--- src/rtl/timer_sched_if.sv ---
// Arm/cancel request and expiry-event handshake bundle for timer_sched.
interface timer_sched_if #(
    parameter int NCH = 4,
    parameter int W   = 32
);
    localparam int CW = (NCH > 1) ? $clog2(NCH) : 1;

    logic          req_valid;
    logic          req_ready;
    logic [CW-1:0] req_ch;
    logic [W-1:0]  req_delay;
    logic          req_periodic;
    logic          cancel_valid;
    logic [CW-1:0] cancel_ch;
    logic          exp_valid;
    logic [CW-1:0] exp_ch;
    logic          exp_ack;

    modport slave (
        input  req_valid, req_ch, req_delay, req_periodic, cancel_valid, cancel_ch, exp_ack,
        output req_ready, exp_valid, exp_ch
    );

    modport master (
        output req_valid, req_ch, req_delay, req_periodic, cancel_valid, cancel_ch, exp_ack,
        input  req_ready, exp_valid, exp_ch
    );
endinterface

--- src/rtl/timer_sched.sv ---
// Multi-channel deadline timer with round-robin expiry presentation.
// Define TIMER_SCHED_PERIODIC_EN to enable periodic re-arm and overrun flags.
module timer_sched_ch #(
    parameter int W = 32
) (
    input  logic         clk_i,
    input  logic         rst_i,
    input  logic [W-1:0] tick_i,
    input  logic         arm_i,
    input  logic [W-1:0] delay_i,
    input  logic         periodic_i,
    input  logic         cancel_i,
    input  logic         clr_i,
    output logic         armed_o,
    output logic         pend_o,
    output logic         pend_nxt_o,
    output logic         ovr_o
);
    logic         armed_q, armed_d, pend_q, pend_d;
    logic [W-1:0] dl_q, dl_d;
    logic         expire;

    assign expire = armed_q && (dl_q == tick_i);

`ifdef TIMER_SCHED_PERIODIC_EN
    logic         per_q, per_d, ovr_q, ovr_d;
    logic [W-1:0] prd_q, prd_d;
`else
    logic         unused_periodic;
    assign unused_periodic = periodic_i;
`endif

    // Priority on ARMED: arm > cancel > expiry; an expiry is always recorded.
    always_comb begin
        armed_d = armed_q;
        dl_d    = dl_q;
        pend_d  = pend_q;
        if (clr_i)  pend_d = 1'b0;
        if (expire) pend_d = 1'b1;
`ifdef TIMER_SCHED_PERIODIC_EN
        per_d = per_q;
        prd_d = prd_q;
        ovr_d = ovr_q | (expire & pend_q & ~clr_i);
        if (expire) begin
            armed_d = per_q;
            dl_d    = dl_q + prd_q;
        end
`else
        if (expire) armed_d = 1'b0;
`endif
        if (cancel_i) armed_d = 1'b0;
        if (arm_i) begin
            armed_d = 1'b1;
            dl_d    = tick_i + delay_i;
`ifdef TIMER_SCHED_PERIODIC_EN
            per_d   = periodic_i;
            prd_d   = delay_i;
`endif
        end
    end

    always_ff @(posedge clk_i) begin
        if (rst_i) begin
            armed_q <= 1'b0;
            pend_q  <= 1'b0;
            dl_q    <= '0;
`ifdef TIMER_SCHED_PERIODIC_EN
            per_q   <= 1'b0;
            prd_q   <= '0;
            ovr_q   <= 1'b0;
`endif
        end else begin
            armed_q <= armed_d;
            pend_q  <= pend_d;
            dl_q    <= dl_d;
`ifdef TIMER_SCHED_PERIODIC_EN
            per_q   <= per_d;
            prd_q   <= prd_d;
            ovr_q   <= ovr_d;
`endif
        end
    end

    assign armed_o    = armed_q;
    assign pend_o     = pend_q;
    assign pend_nxt_o = pend_d;
`ifdef TIMER_SCHED_PERIODIC_EN
    assign ovr_o      = ovr_q;
`else
    assign ovr_o      = 1'b0;
`endif
endmodule

module timer_sched #(
    parameter int NCH = 4,
    parameter int W   = 32
) (
    input  logic           clk_i,
    input  logic           rst_i,
    timer_sched_if.slave   bus_if,
    output logic [W-1:0]   tick_o,
    output logic [NCH-1:0] armed_o,
    output logic [NCH-1:0] overrun_o
);
    localparam int CW = (NCH > 1) ? $clog2(NCH) : 1;
    localparam logic [W-1:0] ONE = W'(1);

    typedef enum logic {IDLE, HOLD} state_e;

    state_e         st_q, st_d;
    logic           vld_q, vld_d;
    logic [CW-1:0]  ch_q, ch_d, last_q, last_d, pick, cand;
    logic           hit, accept;
    logic [W-1:0]   tick_q, dly_eff;
    logic [NCH-1:0] arm, cxl, clr, pend, pend_nxt;

    assign accept              = bus_if.req_valid && bus_if.req_ready;
    assign dly_eff             = (bus_if.req_delay == '0) ? ONE : bus_if.req_delay;
    assign bus_if.req_ready    = ~pend[bus_if.req_ch];
    assign bus_if.exp_valid    = vld_q;
    assign bus_if.exp_ch       = ch_q;
    assign tick_o              = tick_q;

    for (genvar c = 0; c < NCH; c++) begin : g_ch
        assign arm[c] = accept && (bus_if.req_ch == CW'(c));
        assign cxl[c] = bus_if.cancel_valid && (bus_if.cancel_ch == CW'(c));
        assign clr[c] = (st_q == HOLD) && bus_if.exp_ack && (ch_q == CW'(c));

        timer_sched_ch #(.W(W)) u_ch (
            .clk_i      (clk_i),
            .rst_i      (rst_i),
            .tick_i     (tick_q),
            .arm_i      (arm[c]),
            .delay_i    (dly_eff),
            .periodic_i (bus_if.req_periodic),
            .cancel_i   (cxl[c]),
            .clr_i      (clr[c]),
            .armed_o    (armed_o[c]),
            .pend_o     (pend[c]),
            .pend_nxt_o (pend_nxt[c]),
            .ovr_o      (overrun_o[c])
        );
    end

    // Round-robin scan of next-cycle pending so an expiry is presented one cycle later.
    always_comb begin
        hit  = 1'b0;
        pick = last_q;
        cand = '0;
        for (int i = 1; i <= NCH; i++) begin
            cand = CW'((int'(last_q) + i) % NCH);
            if (!hit && pend_nxt[cand]) begin
                hit  = 1'b1;
                pick = cand;
            end
        end
    end

    always_comb begin
        st_d   = st_q;
        vld_d  = vld_q;
        ch_d   = ch_q;
        last_d = last_q;
        case (st_q)
            IDLE: if (hit) begin
                ch_d  = pick;
                vld_d = 1'b1;
                st_d  = HOLD;
            end
            HOLD: if (bus_if.exp_ack) begin
                vld_d  = 1'b0;
                last_d = ch_q;
                st_d   = IDLE;
            end
        endcase
    end

    always_ff @(posedge clk_i) begin
        if (rst_i) begin
            st_q   <= IDLE;
            vld_q  <= 1'b0;
            ch_q   <= '0;
            last_q <= CW'(NCH - 1);
            tick_q <= '0;
        end else begin
            st_q   <= st_d;
            vld_q  <= vld_d;
            ch_q   <= ch_d;
            last_q <= last_d;
            tick_q <= tick_q + ONE;
        end
    end
endmodule
--- src/flat_wrapper.sv ---
// flat-port wrapper written by rule: the top's interface ports become plain ports
module timer_sched_flat 
#(
    parameter int NCH = 4,
    parameter int W   = 32
)
  (clk_i, rst_i, tick_o, armed_o, overrun_o, bus_if_req_valid, bus_if_req_ch, bus_if_req_delay, bus_if_req_periodic, bus_if_cancel_valid, bus_if_cancel_ch, bus_if_exp_ack, bus_if_req_ready, bus_if_exp_valid, bus_if_exp_ch);
  timer_sched_if #(.NCH(NCH), .W(W)) bus_if_i ();
  input  logic clk_i;
  input  logic rst_i;
  output logic [W-1:0] tick_o;
  output logic [NCH-1:0] armed_o;
  output logic [NCH-1:0] overrun_o;
  input wire logic [$bits(bus_if_i.req_valid)-1:0] bus_if_req_valid;
  input wire logic [$bits(bus_if_i.req_ch)-1:0] bus_if_req_ch;
  input wire logic [$bits(bus_if_i.req_delay)-1:0] bus_if_req_delay;
  input wire logic [$bits(bus_if_i.req_periodic)-1:0] bus_if_req_periodic;
  input wire logic [$bits(bus_if_i.cancel_valid)-1:0] bus_if_cancel_valid;
  input wire logic [$bits(bus_if_i.cancel_ch)-1:0] bus_if_cancel_ch;
  input wire logic [$bits(bus_if_i.exp_ack)-1:0] bus_if_exp_ack;
  output wire logic [$bits(bus_if_i.req_ready)-1:0] bus_if_req_ready;
  output wire logic [$bits(bus_if_i.exp_valid)-1:0] bus_if_exp_valid;
  output wire logic [$bits(bus_if_i.exp_ch)-1:0] bus_if_exp_ch;
  assign bus_if_i.req_valid = bus_if_req_valid;
  assign bus_if_i.req_ch = bus_if_req_ch;
  assign bus_if_i.req_delay = bus_if_req_delay;
  assign bus_if_i.req_periodic = bus_if_req_periodic;
  assign bus_if_i.cancel_valid = bus_if_cancel_valid;
  assign bus_if_i.cancel_ch = bus_if_cancel_ch;
  assign bus_if_i.exp_ack = bus_if_exp_ack;
  assign bus_if_req_ready = bus_if_i.req_ready;
  assign bus_if_exp_valid = bus_if_i.exp_valid;
  assign bus_if_exp_ch = bus_if_i.exp_ch;
  timer_sched #(.NCH(NCH), .W(W)) u_core (.clk_i(clk_i), .rst_i(rst_i), .bus_if(bus_if_i), .tick_o(tick_o), .armed_o(armed_o), .overrun_o(overrun_o));
endmodule
--- config.mk ---
export PLATFORM = sky130hd
export DESIGN_NAME = timer_sched_flat
export DESIGN_NICKNAME = d
export VERILOG_FILES = /design/src/rtl/timer_sched_if.sv /design/src/rtl/timer_sched.sv /design/src/flat_wrapper.sv
export SDC_FILE = /design/constraint.sdc
export NUM_CORES = 1
export LEC_CHECK = 0
export CELL_PAD_IN_SITES_DETAIL_PLACEMENT = 1
export CELL_PAD_IN_SITES_GLOBAL_PLACEMENT = 2
export CORE_MARGIN = 2
export CORE_UTILIZATION = 35
export DETAILED_ROUTE_END_ITERATION = 7
export PLACE_DENSITY = 0.76
export RECOVER_POWER = 50
export SLEW_MARGIN = 0
export SYNTH_ARGS = -nofsm -noshare
export SYNTH_HDL_FRONTEND = slang
export SYNTH_SLANG_ARGS = --single-unit
--- constraint.sdc ---
create_clock -name clk_i -period 4.66 [get_ports clk_i]
set_input_delay 0.932 -clock clk_i [delete_from_list [all_inputs] [get_ports clk_i]]
set_output_delay 0.932 -clock clk_i [all_outputs]
set_load 0.1 [all_outputs]
======== Word-level counts from Yosys, hierarchy flattened ========
Index checks and enable logic that the tools add are counted.
operators by class
  add/subtract/negate cells ............... 6
  order comparisons ....................... 5
  equal/unequal tests ..................... 15
  muxes and demuxes ....................... 45
  bitwise operators ....................... 2
  reduce and logical (&&, ||, !) cells .... 35
operator list
  kind                                                         number
  equality test 32 bit                                         4
  2-to-1 mux 1 bit                                             33
  adder 32 x 1 -> 32 bit (second input constant)               1
  adder 32 bit                                                 1
  zero test 32 bit                                             1
  2-to-1 mux 32 bit                                            1
  logical AND 1 bit                                            21
  less-than comparator 2 x 3 -> 1 bit (second input constant)  5
  equality test 2 bit (second input constant)                  6
  nonzero test 3 bit                                           4
  binary-select mux 1 bit (select 2 bit)                       5
  2-to-1 mux 2 bit                                             4
  equality test 2 x 1 -> 1 bit (second input constant)         3
  zero test 2 bit                                              3
  AND reduction 2 bit                                          3
  adder 2 x 1 -> 2 bit (second input constant)                 2
  adder 2 bit (second input constant)                          2
  case mux 1 bit (2 select lines)                              2
  zero test 1 bit                                              3
  != test 2 x 1 -> 1 bit (second input constant)               1
  != test 2 bit (second input constant)                        1
  inverter 1 bit                                               2
storage, ports and cells
  register bits ........................... 174
  input port bits ......................... 42
  output and inout bits ................... 44
  word-level logic and storage cells ...... 125

======== Depth between registers and ports, before layout ========
  depth after elaboration ................. 18
  gate-level depth with buffers ........... 12
  depth with buffers taken out ............ 12

======== Modules after synthesis ========
Synthesis repeated with hierarchy kept, for this count alone.
second synthesis, totals
  cells, all modules ...................... 1974
  area, all modules ....................... 15469.8 µm²
by module, submodules not included
  module                                    instances  cells an instance  area an instance (µm²)  sequential area each (µm²)
  timer_sched_ch (u_core.g_ch[0].u_ch ...)  2          437                3358.2                  680.7
  timer_sched_ch (u_core.g_ch[2].u_ch ...)  2          418                3314.4                  680.7
  timer_sched                               1          264                2124.5                  760.7

======== Worst setup path after synthesis ========
Ideal clock, no wire load.
  path type ............................... input -> output
  start point ............................. input port bus_if_req_ch[1]
  end point ............................... output port bus_if_req_ready
  data arrival time ....................... 3.347 ns
  data required time ...................... 3.728 ns
  path slack .............................. 0.381 ns
  cell stages on the path ................. 2
  path buffers ............................ 0
  path through ............................ mux2_2 -> o21ai_0
between the ends
  word-level cells in the longest chain between the ends .. 3
RTL lines
  element                                 line                text
  start, declared                         flat_wrapper.sv:15  input wire logic [$bits(bus_if_i.req_ch)-1:0] bus_if_req_ch;
  binary-select mux 1 bit (select 2 bit)  timer_sched.sv:119  assign bus_if.req_ready = ~pend[bus_if.req_ch];
  2-to-1 mux 1 bit (not written as such)  timer_sched.sv:119
  inverter 1 bit                          timer_sched.sv:119
  end, declared                           flat_wrapper.sv:21  output wire logic [$bits(bus_if_i.req_ready)-1:0] bus_if_req_ready;
No other way between the ends. The select of a mux whose other input is x is not followed.

======== Final worst setup path ========
  start point ............................. input port bus_if_req_delay[9]
  end point ............................... register u_core.g_ch[3].u_ch.dl_q[28]
between the ends
  word-level cells in the longest chain between the ends .. 3
RTL lines
  element               line                text
  start, declared       flat_wrapper.sv:16  input wire logic [$bits(bus_if_i.req_delay)-1:0] bus_if_req_delay;
  zero test 32 bit      timer_sched.sv:118  assign dly_eff = (bus_if.req_delay == '0) ? ONE : bus_if.req_delay;
  2-to-1 mux 32 bit *   timer_sched.sv:118
  adder 32 bit *        timer_sched.sv:54   dl_d = tick_i + delay_i;
  end signal, assigned  timer_sched.sv:75   dl_q <= dl_d;
  end, declared         timer_sched.sv:20   logic [W-1:0] dl_q, dl_d;
Every way passes the cells marked *; elsewhere a longest branch is shown, timed or not.
A chain may end at the register's enable or synchronous reset.

==> run metrics <==
CP arrival 4630 ps; HP Class flop to flop; top-area cell type share of the netlist area 0.341; post-route ant nets 0; Clock Tree Buf Depth 2; FFs w/ async S/R, synth 0; Max Fanout on Critical Path 5; drt first pass iters 5; synth unique cells 80; syn avg cell area 8.19 sq um; leading register cell type out of synthesis dfxtp_1; Final setup violation count 0; HPWL Detailed 27.9 mm; Final GP Congestion 0.865; area grow syn2layout 17.4%; CTS tree done; biggest area consumer among synthesized cells dfxtp_1; latest clock arrival within the worst-skew pair 440 ps; GR peak layer met2; die area 30,600 sq um; boundary pin count 86; DR WL/cell 22.4 um; status finished with violations; Tcrit/Tclk final 0.929; Synth Cell Area 10,200 sq um; share of layout cells above drive strength 1 0.0964; die height 175 um; Worst IR Drop VDD 0.000165 V; via count 9,163; commonest cells after routing, fill and taps aside dfxtp_1 (174), nand2_1 (150), xnor2_1 (111); met1 GRT Util 0.350; H-tree depth 4; initial antenna violation count 0; fill cell count 3,419; clock transition at the registers of the reported paths 70 ps; vias in the first global route 9,047; die width 175 um; total core area 28,700 sq um; cts repair resizes 0; Worst Skew 10.4 ps; Clock Tree Root clkbuf_16; GR Util met3 0.0309; synth warn 0; Max Cap Viol 1; Period minus WS final 4330 ps; failing checks capacitance limit, slew limit; top post-synthesis cells by area dfxtp_1 (34%), xnor2_1 (9.5%), nand2_1 (5.5%), a21oi_1 (5.4%), xor2_1 (4.9%); CP required 4960 ps; Net count, final 1,360; TritonCTS Buffers 17; PD cells 312 nW/um^2; largest net degree at the start of global routing 63; cts hold-fix bufs 0; vias per cell 5.45; Slew @ Worst Pin 2620 ps; number of port buffers 80; worst setup margin 332 ps; final number of max-transition violations 53; Post-synth EDFFs 0; Synth Register Bits 174; Post-CTS Setup Inserts 0; share of the yosys chip area belonging to registers 0.341; Initial Util 0.356; CP Capture Type flop; WL final 37.6 mm; Startpoint Class primary input; pre-CTS setup slack -134 ps; std cell rows 62; most common cell after layout, fill and taps aside dfxtp_1; post-synthesis cell count 1,248; Fin. Hold Viols 0; leak pwr 4.59 nW; Iter 0 DRT Violations 732; Fmax 231 MHz; # DRC 0; first-pass GRT wire length 56.8 mm; diode count 0; Hold Slack 470 ps; relative slew slack -0.748; RSZ-0062 raised after global routing no; crit path kind primary input to flop; TritonCTS Sinks 174; Overall Global Routing Usage 0.246; met2 usage 0.394; grt total ovfl 0
## synthesized netlist by cell type, types with 5 or more instances
cell and number:
dfxtp_1 174, nand2_1 150, xnor2_1 111, a21oi_1 110, clkbuf_1 103, nor2_1 85
xor2_1 57, nand4_1 39, o21ai_0 39, nand3_1 38, nand3b_1 35, ha_1 32
or3_1 26, nor4_1 24, a211oi_1 16, a21o_1 13, inv_1 13, and3_1 12
a311oi_1 9, buf_4 9, nand2b_1 9, o211ai_1 8, clkbuf_8 7, o31ai_1 7
nor3_1 6, nor3b_1 6, a31oi_1 5, and4_1 5
## report_power, final
| group | internal [mW] | total [mW] | switching [mW] |
|---|---|---|---|
| sequential | 1.54 | 1.59 | 0.0465 |
| combinational | 0.195 | 0.551 | 0.357 |
| clock | 0.955 | 1.61 | 0.652 |
## area by class of cell
| class | count | area (sq um) | share of cell area |
|---|---|---|---|
| well taps | 384 | 480 | 0.0400 |
| multi-input cells | 943 | 6150 | 0.512 |
| clock inverters | 13 | 211 | 0.0176 |
| clock buffers | 18 | 429 | 0.0358 |
| repair buffers | 136 | 1200 | 0.100 |
| flip-flops and latches | 174 | 3480 | 0.290 |
| inverters | 13 | 48.8 | 0.00407 |
## state kept, by name, indices dropped and copies added, names as in the netlist
name,count
u_core.last_q,2
u_core.g_ch.u_ch.dl_q,128
u_core.st_q,1
u_core.bus_if.exp_ch,2
u_core.g_ch.u_ch.armed_o,4
u_core.bus_if.exp_valid,1
u_core.g_ch.u_ch.pend_o,4
u_core.tick_o,32
## stage by stage
step           power [mW]  setup TNS, ps  std cells  utilization  instance area [sq um]
6_report             3.74              0       1681        0.418                  12000
5_1_grt              3.87              0       1681        0.418                  12000
4_1_cts              3.77              0       1681        0.419                  12000
3_5_place_dp         2.17          -1260       1650        0.396                  11400
3_3_place_gp         2.16           -398       1650        0.396                  11400
2_1_floorplan        1.97              0       1251            -                  10200
## logic make-up after synthesis
kind of cell / count (synthesis) / synth area share
xor gates and xnor gates: 168 / 0.144
other: 1 / 0.000367
adders and majority gates: 33 / 0.0411
and+or+nand+nor: 462 / 0.231
AOI/OAI and AO/OA: 275 / 0.182
DFF: 174 / 0.341
buffers and inverters: 134 / 0.0602
muxes: 1 / 0.00110
## layer usage
layer / vias up / share of wire
li1: 4429 / -
met4: 0 / 0.018
met5: - / 0
met3: 31 / 0.034
met2: 158 / 0.46
met1: 4545 / 0.49
## final timing paths
| check | slack, ps | endpoint | from | depth (start not counted) |
|---|---|---|---|---|
| hold / removal | 470 | u_core.g_ch[0].u_ch.dl_q[9] | u_core.g_ch[0].u_ch.dl_q[9] | 2 |
| setup / recovery | 330 | u_core.g_ch[3].u_ch.dl_q[28] | bus_if_req_delay[9] | 13 |
| hold reg to reg | 470 | u_core.g_ch[0].u_ch.dl_q[9] | u_core.g_ch[0].u_ch.dl_q[9] | 2 |
| setup reg to reg | 1200 | u_core.g_ch[1].u_ch.dl_q[17] | u_core.tick_o[3] | 10 |
## critical path, stage by stage
cell and delay [ps]:
clkdlybuf4s50_1 430, nor4_1 480, nand4_1 400, o21bai_1 250
ha_1 210, fa_1 200, a21o_1 180, a221oi_2 100
o21ai_2 390, a2111o_1 370, a2111oi_2 120, a311oi_2 440
o21ai_0 130
No activity file was read; power rests on OpenSTA's default activity.
